## config.mk

```make
export PLATFORM = sky130hd
export DESIGN_NAME = multi_load_counter_flat
export DESIGN_NICKNAME = d
export VERILOG_FILES = /design/src/rtl/multi_load_counter_if.sv /design/src/rtl/multi_load_counter.sv /design/src/flat_wrapper.sv
export SDC_FILE = /design/constraint.sdc
export NUM_CORES = 1
export LEC_CHECK = 0
export BUFFER_PORTS_ARGS = -buffer_cell sky130_fd_sc_hd__buf_2
export CAP_MARGIN = 30
export CELL_PAD_IN_SITES_DETAIL_PLACEMENT = 2
export CELL_PAD_IN_SITES_GLOBAL_PLACEMENT = 2
export CORE_ASPECT_RATIO = 0.5
export CORE_MARGIN = 10
export CORE_UTILIZATION = 31
export DETAILED_ROUTE_END_ITERATION = 8
export PLACE_DENSITY_LB_ADDON = 0.12
export SLEW_MARGIN = 20
export SYNTH_ARGS = -nofsm -noshare
export SYNTH_HDL_FRONTEND = slang
export SYNTH_SLANG_ARGS = --single-unit
```

## constraint.sdc

```tcl
create_clock -name clk -period 4.05 [get_ports clk]
set_clock_uncertainty 0.1 [all_clocks]
set_input_delay 0.2025 -clock clk [delete_from_list [all_inputs] [get_ports clk]]
set_output_delay 0.2025 -clock clk [all_outputs]
set_load 0.005 [all_outputs]
```

## src/rtl/multi_load_counter_if.sv

```systemverilog
// multi_load_counter_if: per-channel control, load and status bundle for multi_load_counter.
// Carries status_clr/done_sticky only when MULTI_LOAD_COUNTER_STATUS_EN is defined.
interface multi_load_counter_if #(
  parameter int BIT_WIDTH = 16,
  parameter int NUM_CH = 4
);
  logic [NUM_CH-1:0] load_en, upordown, auto_reload, start, continue_1;
  logic [NUM_CH*BIT_WIDTH-1:0] load, count;
  logic [NUM_CH-1:0] pulse, busy;
`ifdef MULTI_LOAD_COUNTER_STATUS_EN
  logic [NUM_CH-1:0] status_clr, done_sticky;
  modport master(output load_en, load, upordown, auto_reload, start, continue_1, status_clr,
                 input count, pulse, busy, done_sticky);
  modport slave(input load_en, load, upordown, auto_reload, start, continue_1, status_clr,
                output count, pulse, busy, done_sticky);
`else
  modport master(output load_en, load, upordown, auto_reload, start, continue_1,
                 input count, pulse, busy);
  modport slave(input load_en, load, upordown, auto_reload, start, continue_1,
                output count, pulse, busy);
`endif
endinterface

```

## src/rtl/multi_load_counter.sv

```systemverilog
// multi_load_counter: NUM_CH independent loadable up/down counters with one-shot/auto-reload terminal pulses.
// MULTI_LOAD_COUNTER_STATUS_EN adds per-channel sticky done flags cleared by status_clr.
module multi_load_counter #(
  parameter int BIT_WIDTH = 16,
  parameter int NUM_CH = 4
) (
  input logic clk,
  input logic reset,
  multi_load_counter_if.slave bus
);
  typedef enum logic [1:0] {IDLE, RUN, PAUSE, DONE} state_t;
  for (genvar i = 0; i < NUM_CH; i++) begin : g_ch
    state_t state, state_nxt;
    logic [BIT_WIDTH-1:0] cnt, rld, cnt_nxt, ld, term;
    logic pls, pls_nxt, at_term, step_en;
    assign ld = bus.load[i*BIT_WIDTH +: BIT_WIDTH];
    assign term = bus.upordown[i] ? '1 : '0;
    assign at_term = cnt == term;
    // a step happens only in RUN with no load, stop or pause request this edge
    assign step_en = !bus.load_en[i] && bus.start[i] && bus.continue_1[i] && state == RUN;
    always_ff @(posedge clk or posedge reset)
      if (reset) state <= IDLE;
      else state <= state_nxt;
    always_comb
      state_nxt = bus.load_en[i] ? (state == DONE ? IDLE : state)
                : !bus.start[i] ? IDLE
                : state == DONE ? DONE
                : !bus.continue_1[i] ? PAUSE
                : state == RUN && at_term && !bus.auto_reload[i] ? DONE : RUN;
    always_comb begin
      cnt_nxt = bus.load_en[i] ? ld
              : !step_en ? cnt
              : !at_term ? (bus.upordown[i] ? cnt + BIT_WIDTH'(1) : cnt - BIT_WIDTH'(1))
              : bus.auto_reload[i] ? rld : cnt;
      pls_nxt = step_en && at_term;
    end
    always_ff @(posedge clk or posedge reset)
      if (reset) begin
        cnt <= '0;
        rld <= '0;
        pls <= 1'b0;
      end else begin
        cnt <= cnt_nxt;
        rld <= bus.load_en[i] ? ld : rld;
        pls <= pls_nxt;
      end
    assign bus.count[i*BIT_WIDTH +: BIT_WIDTH] = cnt;
    assign bus.pulse[i] = pls;
    assign bus.busy[i] = state == RUN || state == PAUSE;
  end
`ifdef MULTI_LOAD_COUNTER_STATUS_EN
  // set has priority over a coincident clear
  always_ff @(posedge clk or posedge reset)
    if (reset) bus.done_sticky <= '0;
    else bus.done_sticky <= bus.pulse | (bus.done_sticky & ~bus.status_clr);
`endif
endmodule

```

## src/flat_wrapper.sv

```systemverilog
// flat-port wrapper written by rule: the top's interface ports become plain ports
module multi_load_counter_flat 
#(
  parameter int BIT_WIDTH = 16,
  parameter int NUM_CH = 4
)
  (clk, reset, bus_load_en, bus_load, bus_upordown, bus_auto_reload, bus_start, bus_continue_1, bus_count, bus_pulse, bus_busy);
  multi_load_counter_if #(.BIT_WIDTH(BIT_WIDTH), .NUM_CH(NUM_CH)) bus_i ();
  input logic clk;
  input logic reset;
  input wire logic [$bits(bus_i.load_en)-1:0] bus_load_en;
  input wire logic [$bits(bus_i.load)-1:0] bus_load;
  input wire logic [$bits(bus_i.upordown)-1:0] bus_upordown;
  input wire logic [$bits(bus_i.auto_reload)-1:0] bus_auto_reload;
  input wire logic [$bits(bus_i.start)-1:0] bus_start;
  input wire logic [$bits(bus_i.continue_1)-1:0] bus_continue_1;
  output wire logic [$bits(bus_i.count)-1:0] bus_count;
  output wire logic [$bits(bus_i.pulse)-1:0] bus_pulse;
  output wire logic [$bits(bus_i.busy)-1:0] bus_busy;
  assign bus_i.load_en = bus_load_en;
  assign bus_i.load = bus_load;
  assign bus_i.upordown = bus_upordown;
  assign bus_i.auto_reload = bus_auto_reload;
  assign bus_i.start = bus_start;
  assign bus_i.continue_1 = bus_continue_1;
  assign bus_count = bus_i.count;
  assign bus_pulse = bus_i.pulse;
  assign bus_busy = bus_i.busy;
  multi_load_counter #(.BIT_WIDTH(BIT_WIDTH), .NUM_CH(NUM_CH)) u_core (.clk(clk), .reset(reset), .bus(bus_i));
endmodule
```

[Yosys cells after proc, flatten, opt, wreduce, memory -nomap -nowiden]
Index checks and enable logic that the tools add are counted.
Storage, ports and cells
  bits in registers: 140
  bits of input ports: 86
  output and inout bits: 72
  logic and storage cells: 140
Cells by class
  add/sub/neg operators: 8
  equality and inequality tests: 24
  mux-type cells: 48
  reduce and logical (&&, ||, !) cells: 44
Operators with widths (number)
  16-bit two-way mux: 24
  16-bit by 1-bit adder with 16-bit output (second input constant): 4
  16-bit equality test: 4
  16-bit by 1-bit subtractor with 16-bit output (second input constant): 4
  2-bit two-way mux: 24
  1-bit logical AND: 24
  2-bit equality test (second input constant): 8
  3-bit != test (second input constant): 4
  2-bit by 1-bit equality test with 1-bit output (second input constant): 4
  1-bit zero test: 8
  2-bit by 1-bit != test with 1-bit output (second input constant): 4
  2-bit AND reduction: 4
  2-bit nonzero test: 4
  1-bit logical OR: 4

[Depth between registers and ports, before layout]
  word-level depth: 9
  gate-level depth with buffers: 13
  mapped depth without buffers: 10

[Worst setup path after synthesis]
Ideal clock, no wire load.
  path kind: input to register
  start point: in bus_upordown[1]
  end point: reg u_core.g_ch[1].cnt[12]
  setup time: 124 ps
  data arrival time: 2557 ps
  required time: 3826 ps
  path slack: 1269 ps
  stages: 13
  buffers on the path: 3
  cells stage by stage: inv_1 ha_1 buf_2 nand4_1 or3_4 or4_1 buf_6 nor2_4 nor2_2 buf_6 nor2_1 o21ai_0 o31a_1
Between the ends
  cells in the longest elaborated chain, start to end: 5
  elaborated cells on any way between the ends: 8
  classes of those cells: 2 x eq/ne; 5 x mux; 1 x reduce/logical
Ends and longest elaborated chain
  start: declaration: RTL line flat_wrapper.sv:13  | input wire logic [$bits(bus_i.upordown)-1:0] bus_upordown;
  16-bit two-way mux: RTL line multi_load_counter.sv:17  | assign term = bus.upordown[i] ? '1 : '0;
  16-bit equality test: RTL line multi_load_counter.sv:18  | assign at_term = cnt == term;
  16-bit two-way mux: RTL line multi_load_counter.sv:33  | : !at_term ? (bus.upordown[i] ? cnt + BIT_WIDTH'(1) : cnt - BIT_WIDTH'(1))
  16-bit two-way mux: RTL line multi_load_counter.sv:32  | : !step_en ? cnt
  16-bit two-way mux: RTL line multi_load_counter.sv:31  | cnt_nxt = bus.load_en[i] ? ld
  end signal: assignment: RTL line multi_load_counter.sv:43  | cnt <= cnt_nxt;
  end: declaration: RTL line multi_load_counter.sv:14  | logic [BIT_WIDTH-1:0] cnt, rld, cnt_nxt, ld, term;
Parallel ways exist; a longest one is shown, timed or not. The select of a mux whose other input is x is not followed.
A chain may end at the register's enable or synchronous reset.

[Worst setup path after layout]
  start point: reg u_core.g_ch[1].cnt[9]
  end point: reg u_core.g_ch[1].cnt[0]
Between the ends
  cells in the longest elaborated chain, start to end: 4
  elaborated cells on any way between the ends: 6
  classes of those cells: 2 x eq/ne; 3 x mux; 1 x reduce/logical
Ends and longest elaborated chain (RTL line)
  16-bit equality test (*): multi_load_counter.sv:18
  16-bit two-way mux: multi_load_counter.sv:33
  16-bit two-way mux: multi_load_counter.sv:32
  16-bit two-way mux: multi_load_counter.sv:31
Every way passes the cells marked *; elsewhere a longest branch is shown, timed or not. The select of a mux whose other input is x is not followed.

==> impl_results.html <==
<table>
<tr><th>Metric</th><th>Value</th></tr>
<tr><th colspan="2">Status</th></tr>
<tr><td>Run status</td><td>finished clean</td></tr>
<tr><th colspan="2">CTS</th></tr>
<tr><td>CTS-repair resized insts</td><td>0</td></tr>
<tr><td>Post-CTS clock slew at the launch and capture registers of the worst setup and hold paths</td><td>0.06 ns</td></tr>
<tr><td>Cell at the root of the clock tree</td><td>sky130_fd_sc_hd__clkbuf_16</td></tr>
<tr><td>TritonCTS clock tree</td><td>done</td></tr>
<tr><td>Max H-tree Level</td><td>4</td></tr>
<tr><td>Number of buffers added by the clock tree synthesis step</td><td>17</td></tr>
<tr><td>TritonCTS sink count</td><td>140</td></tr>
<tr><td>Number of buffers on the longest clock path</td><td>2</td></tr>
<tr><td>Clock network latency to the later pin of the worst-skew pair</td><td>0.45 ns</td></tr>
<tr><th colspan="2">GRT</th></tr>
<tr><td>Wire length of the first global-routing pass</td><td>55.8 mm</td></tr>
<tr><td>Grt total ovfl</td><td>0</td></tr>
<tr><td>Number of global-route vias before repair</td><td>10132</td></tr>
<tr><td>Maximum number of pins on one net before global-route repair</td><td>141</td></tr>
<tr><td>Total Routing Usage GR</td><td>18.3%</td></tr>
<tr><td>Antenna violations before repair</td><td>1</td></tr>
<tr><th colspan="2">STA</th></tr>
<tr><td>Highest achievable clock rate</td><td>298 MHz</td></tr>
<tr><td>Final setup vio count</td><td>0</td></tr>
<tr><td>Hold Vio Cnt, Final</td><td>0</td></tr>
<tr><td>Final critical-path share of the clock period</td><td>83.0%</td></tr>
<tr><td>Time the worst path needs with I/O delays and setup</td><td>3.36 ns</td></tr>
<tr><td>Unrepaired setup endpoints after global routing</td><td>no</td></tr>
<tr><td>Aggregate negative setup slack</td><td>0 ns</td></tr>
<tr><td>Relative slew slack</td><td>35.2%</td></tr>
<tr><td>Slew at the pin with the worst max-slew slack</td><td>0.972 ns</td></tr>
<tr><td>Slew Limit Fails</td><td>0</td></tr>
<tr><th colspan="2">Synth</th></tr>
<tr><td>Fraction of the mapped netlist area in adder cells</td><td>9.39%</td></tr>
<tr><td>Area share of the largest cell type after synthesis</td><td>37.3%</td></tr>
<tr><td>Share of synthesized area occupied by flip-flops and latches</td><td>37.3%</td></tr>
<tr><td>Cells taking the most area after synthesis</td><td>sky130_fd_sc_hd__dfrtp_1 37%, sky130_fd_sc_hd__ha_1 8.5%, sky130_fd_sc_hd__o21ai_0 6.6%</td></tr>
<tr><td>Avg Cell Area, Syn</td><td>8.66 um2</td></tr>
<tr><td>Combinational family with the most area after synthesis</td><td>compound AO/OA/AOI/OAI gates</td></tr>
<tr><td>Number of nets in the synthesized netlist</td><td>1238</td></tr>
<tr><td>Post-synthesis cell type count</td><td>75</td></tr>
<tr><td>Post-Synth Simple-Gate Area</td><td>15.8%</td></tr>
<tr><td>Cell area after synthesis</td><td>9390 um2</td></tr>
<tr><td>Portion of netlist area occupied by mux cells</td><td>4.15%</td></tr>
<tr><td>Most frequent cells after synthesis</td><td>140 x sky130_fd_sc_hd__dfrtp_1, 123 x sky130_fd_sc_hd__o21ai_0, 100 x sky130_fd_sc_hd__nand2_1</td></tr>
<tr><td>Yosys reg bits</td><td>140</td></tr>
<tr><td>Yosys warnings</td><td>0</td></tr>
<tr><td>Xor-xnor portion of the synthesized cell area</td><td>2.52%</td></tr>
<tr><td>Fraction of the mapped netlist area in compound gates</td><td>24.7%</td></tr>
<tr><td>FFs w/ async S/R, synth</td><td>100%</td></tr>
<tr><td>Number of enable flip-flop cells after synthesis</td><td>0</td></tr>
<tr><td>Most frequent cell after synthesis</td><td>sky130_fd_sc_hd__dfrtp_1</td></tr>
<tr><td>Synthesized instance count</td><td>1084</td></tr>
<tr><td>Most used flip-flop cell after synthesis</td><td>sky130_fd_sc_hd__dfrtp_1</td></tr>
<tr><td>Post-synth top area cell</td><td>sky130_fd_sc_hd__dfrtp_1</td></tr>
<tr><th colspan="2">Flow run</th></tr>
<tr><td>Number of maximum-capacitance violations</td><td>0</td></tr>
<tr><th colspan="2">Worst setup path</th></tr>
<tr><td>Number of buffers and inverters on the critical path</td><td>1</td></tr>
<tr><td>CP required</td><td>4.31 ns</td></tr>
<tr><td>Nature of the critical path startpoint</td><td>register</td></tr>
<tr><td>Critical path's top delay family</td><td>simple AND/OR/NAND/NOR gates</td></tr>
<tr><td>Worst reg2reg setup slack</td><td>0.69 ns</td></tr>
<tr><td>Largest stage delay on the critical path</td><td>0.73 ns</td></tr>
<tr><td>Cell seen most often among critical-path stages</td><td>sky130_fd_sc_hd__o21ai_0</td></tr>
<tr><td>Maximum fanout encountered on the critical timing path</td><td>14</td></tr>
<tr><td>CP Capture Type</td><td>register</td></tr>
<tr><td>Critical-path cell with the highest stage delay</td><td>sky130_fd_sc_hd__or4_1</td></tr>
<tr><td>Critical path arrival</td><td>3.62 ns</td></tr>
<tr><td>Cells traversed along the worst timing path</td><td>ha_1 -&gt; nand4_1 -&gt; or3_4 -&gt; or4_1 -&gt; buf_4 -&gt; nor2_4 -&gt; nor2_2 -&gt; o21ai_0 -&gt; a31oi_1 -&gt; o21ai_0</td></tr>
<tr><td>Worst setup path class</td><td>reg2reg</td></tr>
<tr><th colspan="2">Routing</th></tr>
<tr><td>Drt drc</td><td>0</td></tr>
<tr><td>First-pass detailed-route iteration total</td><td>5</td></tr>
<tr><td>Average detailed-routed wire length per instance</td><td>20.3 um</td></tr>
<tr><td>Total Routed Length</td><td>34.5 mm</td></tr>
<tr><td>Detailed Route Iter0 Violations</td><td>381</td></tr>
<tr><td>ANT nets after route</td><td>0</td></tr>
<tr><td>Via Count</td><td>9060</td></tr>
<tr><td>Via-to-Cell Ratio</td><td>5.33</td></tr>
<tr><th colspan="2">Cells and area</th></tr>
<tr><td>Ratio of cells with drive above 1 in the final layout</td><td>18.1%</td></tr>
<tr><td>Synthesis-to-layout area growth</td><td>25.6%</td></tr>
<tr><td>Final-stage net count</td><td>1450</td></tr>
<tr><td>Combined area of the multi-input logic cells</td><td>5310 um2</td></tr>
<tr><td>Area of all sequential standard cells</td><td>3500 um2</td></tr>
<tr><td>Post-route cell area</td><td>11800 um2</td></tr>
<tr><td>Cell Count, Final, Fillers Out</td><td>1699</td></tr>
<tr><td>FILL cells</td><td>3313</td></tr>
<tr><td>Final core occ</td><td>40.1%</td></tr>
<tr><th colspan="2">Floorplan</th></tr>
<tr><td>Placement Rows</td><td>44</td></tr>
<tr><td>Io pins</td><td>158</td></tr>
<tr><td>Die Width</td><td>266 um</td></tr>
<tr><td>Placeable core region</td><td>29400 um2</td></tr>
<tr><td>Die H</td><td>143 um</td></tr>
<tr><td>Starting utilization of the core area</td><td>31.9%</td></tr>
<tr><td>Die area</td><td>38100 um2</td></tr>
<tr><th colspan="2">Place</th></tr>
<tr><td>Number of buffer cells added on primary ports</td><td>157</td></tr>
<tr><td>Dpl hpwl</td><td>25.1 mm</td></tr>
<tr><td>Final GP Congestion</td><td>0.853</td></tr>
<tr><td>Placement Cell Area</td><td>10500 um2</td></tr>
<tr><td>Instance count after placement with tap cells included</td><td>1596</td></tr>
<tr><th colspan="2">Power and ir drop</th></tr>
<tr><td>Power density over the cells</td><td>369 nW/um2</td></tr>
<tr><td>Leakage power figure</td><td>5.58 nW</td></tr>
<tr><td>Worst voltage drop across the vdd grid</td><td>293 uV</td></tr>
<tr><th colspan="2">Hold path</th></tr>
<tr><td>Class of the most critical hold timing path</td><td>in2reg</td></tr>
</table>
## worst min-delay path, cell delays in order
cell and delay, ns:
sky130_fd_sc_hd__buf_2 0.12, sky130_fd_sc_hd__nor2_1 0.13, sky130_fd_sc_hd__o32ai_1 0.10
## layout make-up
cell class / count / area share [%]
multi-input combinational: 806 / 45.1
timing repair buffer: 243 / 13.9
clock inverter: 7 / 0.372
sequential: 140 / 29.7
clock buffer: 23 / 3.97
tap: 391 / 4.15
antenna: 1 / 0.0212
inverter: 88 / 2.83
## per-stage QoR
stage / power, W / hold WS, ns / setup WS (ns)
global route: 0.00464 / 0.0690 / 0.351
floorplan: 0.00244 / 0.223 / 1.27
CTS: 0.00442 / 0.0293 / 0.636
finish: 0.00435 / 0.0664 / 0.689
detailed placement: 0.00287 / 0.339 / 0.393
global placement: 0.00281 / 0.328 / 0.531
## what timing repair did
action	CTS	global route
hold endpoints to repair	268	0
hold buffers	71	0
buffers inserted	0	0
## where the power goes
part           total, W  internal [W]  switching, W
Clock           0.00146      0.000804      0.000653
Combinational   0.00125      0.000545      0.000702
Sequential      0.00165       0.00153      0.000118
## metal layers
layer	share of wire [%]	GRT usage, %	vias up
met5	0	0	-
met4	1.6	4.84	0
met3	2.7	3.86	36
met2	53	34.3	96
met1	42	20.8	4596
li1	-	-	4332
## registers in the layout, summed over array words and instances, names as in the netlist
signal and cells:
u_core.g_ch.cnt 64, u_core.g_ch.rld 64, u_core.g_ch.state 8, u_core.g_ch.pls 4
## path summary, 6_finish.rpt
check,from,to,cells past startpoint
max,u_core.g_ch[1].cnt[9]$_DFFE_PP0P_,u_core.g_ch[1].cnt[0]$_DFFE_PP0P_,10
max reg2reg,u_core.g_ch[1].cnt[9]$_DFFE_PP0P_,u_core.g_ch[1].cnt[0]$_DFFE_PP0P_,10
min in group asynchronous,reset,u_core.g_ch[0].rld[15]$_DFFE_PP0P_,4
min reg2reg,u_core.g_ch[0].rld[11]$_DFFE_PP0P_,u_core.g_ch[0].rld[11]$_DFFE_PP0P_,1
min,bus_continue_1[1],u_core.g_ch[1].state[0]$_DFFE_PP0P_,3
max in group asynchronous,reset,u_core.g_ch[1].cnt[14]$_DFFE_PP0P_,4
## cells in the final DEF (no fill, tap or decap), types with 5 or more instances in the layout
cell and n:
sky130_fd_sc_hd__a211oi_1 17, sky130_fd_sc_hd__a21o_1 28, sky130_fd_sc_hd__a21oi_1 80, sky130_fd_sc_hd__a221oi_1 5, sky130_fd_sc_hd__a222oi_1 5, sky130_fd_sc_hd__a22oi_1 5
sky130_fd_sc_hd__a31oi_1 12, sky130_fd_sc_hd__and2_1 5, sky130_fd_sc_hd__and3_1 18, sky130_fd_sc_hd__and4_1 6, sky130_fd_sc_hd__buf_2 157, sky130_fd_sc_hd__buf_4 13
sky130_fd_sc_hd__clkbuf_16 17, sky130_fd_sc_hd__dfrtp_1 140, sky130_fd_sc_hd__dlygate4sd3_1 71, sky130_fd_sc_hd__ha_1 64, sky130_fd_sc_hd__inv_1 87, sky130_fd_sc_hd__mux2_2 23
sky130_fd_sc_hd__mux2i_1 13, sky130_fd_sc_hd__nand2_1 100, sky130_fd_sc_hd__nand2b_1 8, sky130_fd_sc_hd__nand3_1 22, sky130_fd_sc_hd__nand4_1 13, sky130_fd_sc_hd__nor2_1 74
sky130_fd_sc_hd__nor2b_1 13, sky130_fd_sc_hd__nor3_1 18, sky130_fd_sc_hd__nor4_1 6, sky130_fd_sc_hd__o211ai_1 14, sky130_fd_sc_hd__o21a_1 13, sky130_fd_sc_hd__o21ai_0 123
sky130_fd_sc_hd__o21ai_1 8, sky130_fd_sc_hd__o21bai_1 5, sky130_fd_sc_hd__o22ai_1 9, sky130_fd_sc_hd__o31ai_1 7, sky130_fd_sc_hd__xnor2_1 17, sky130_fd_sc_hd__xor2_1 10
## kinds of logic after synthesis
group,count (synthesis)
DFF,140
adders and majority gates,68
buffers and inverters,138
and+or+nand+nor,305
muxes,36
AOI/OAI and AO/OA,370
xor gates and xnor gates,27
Note: power is estimated with default switching activity, not from simulation.
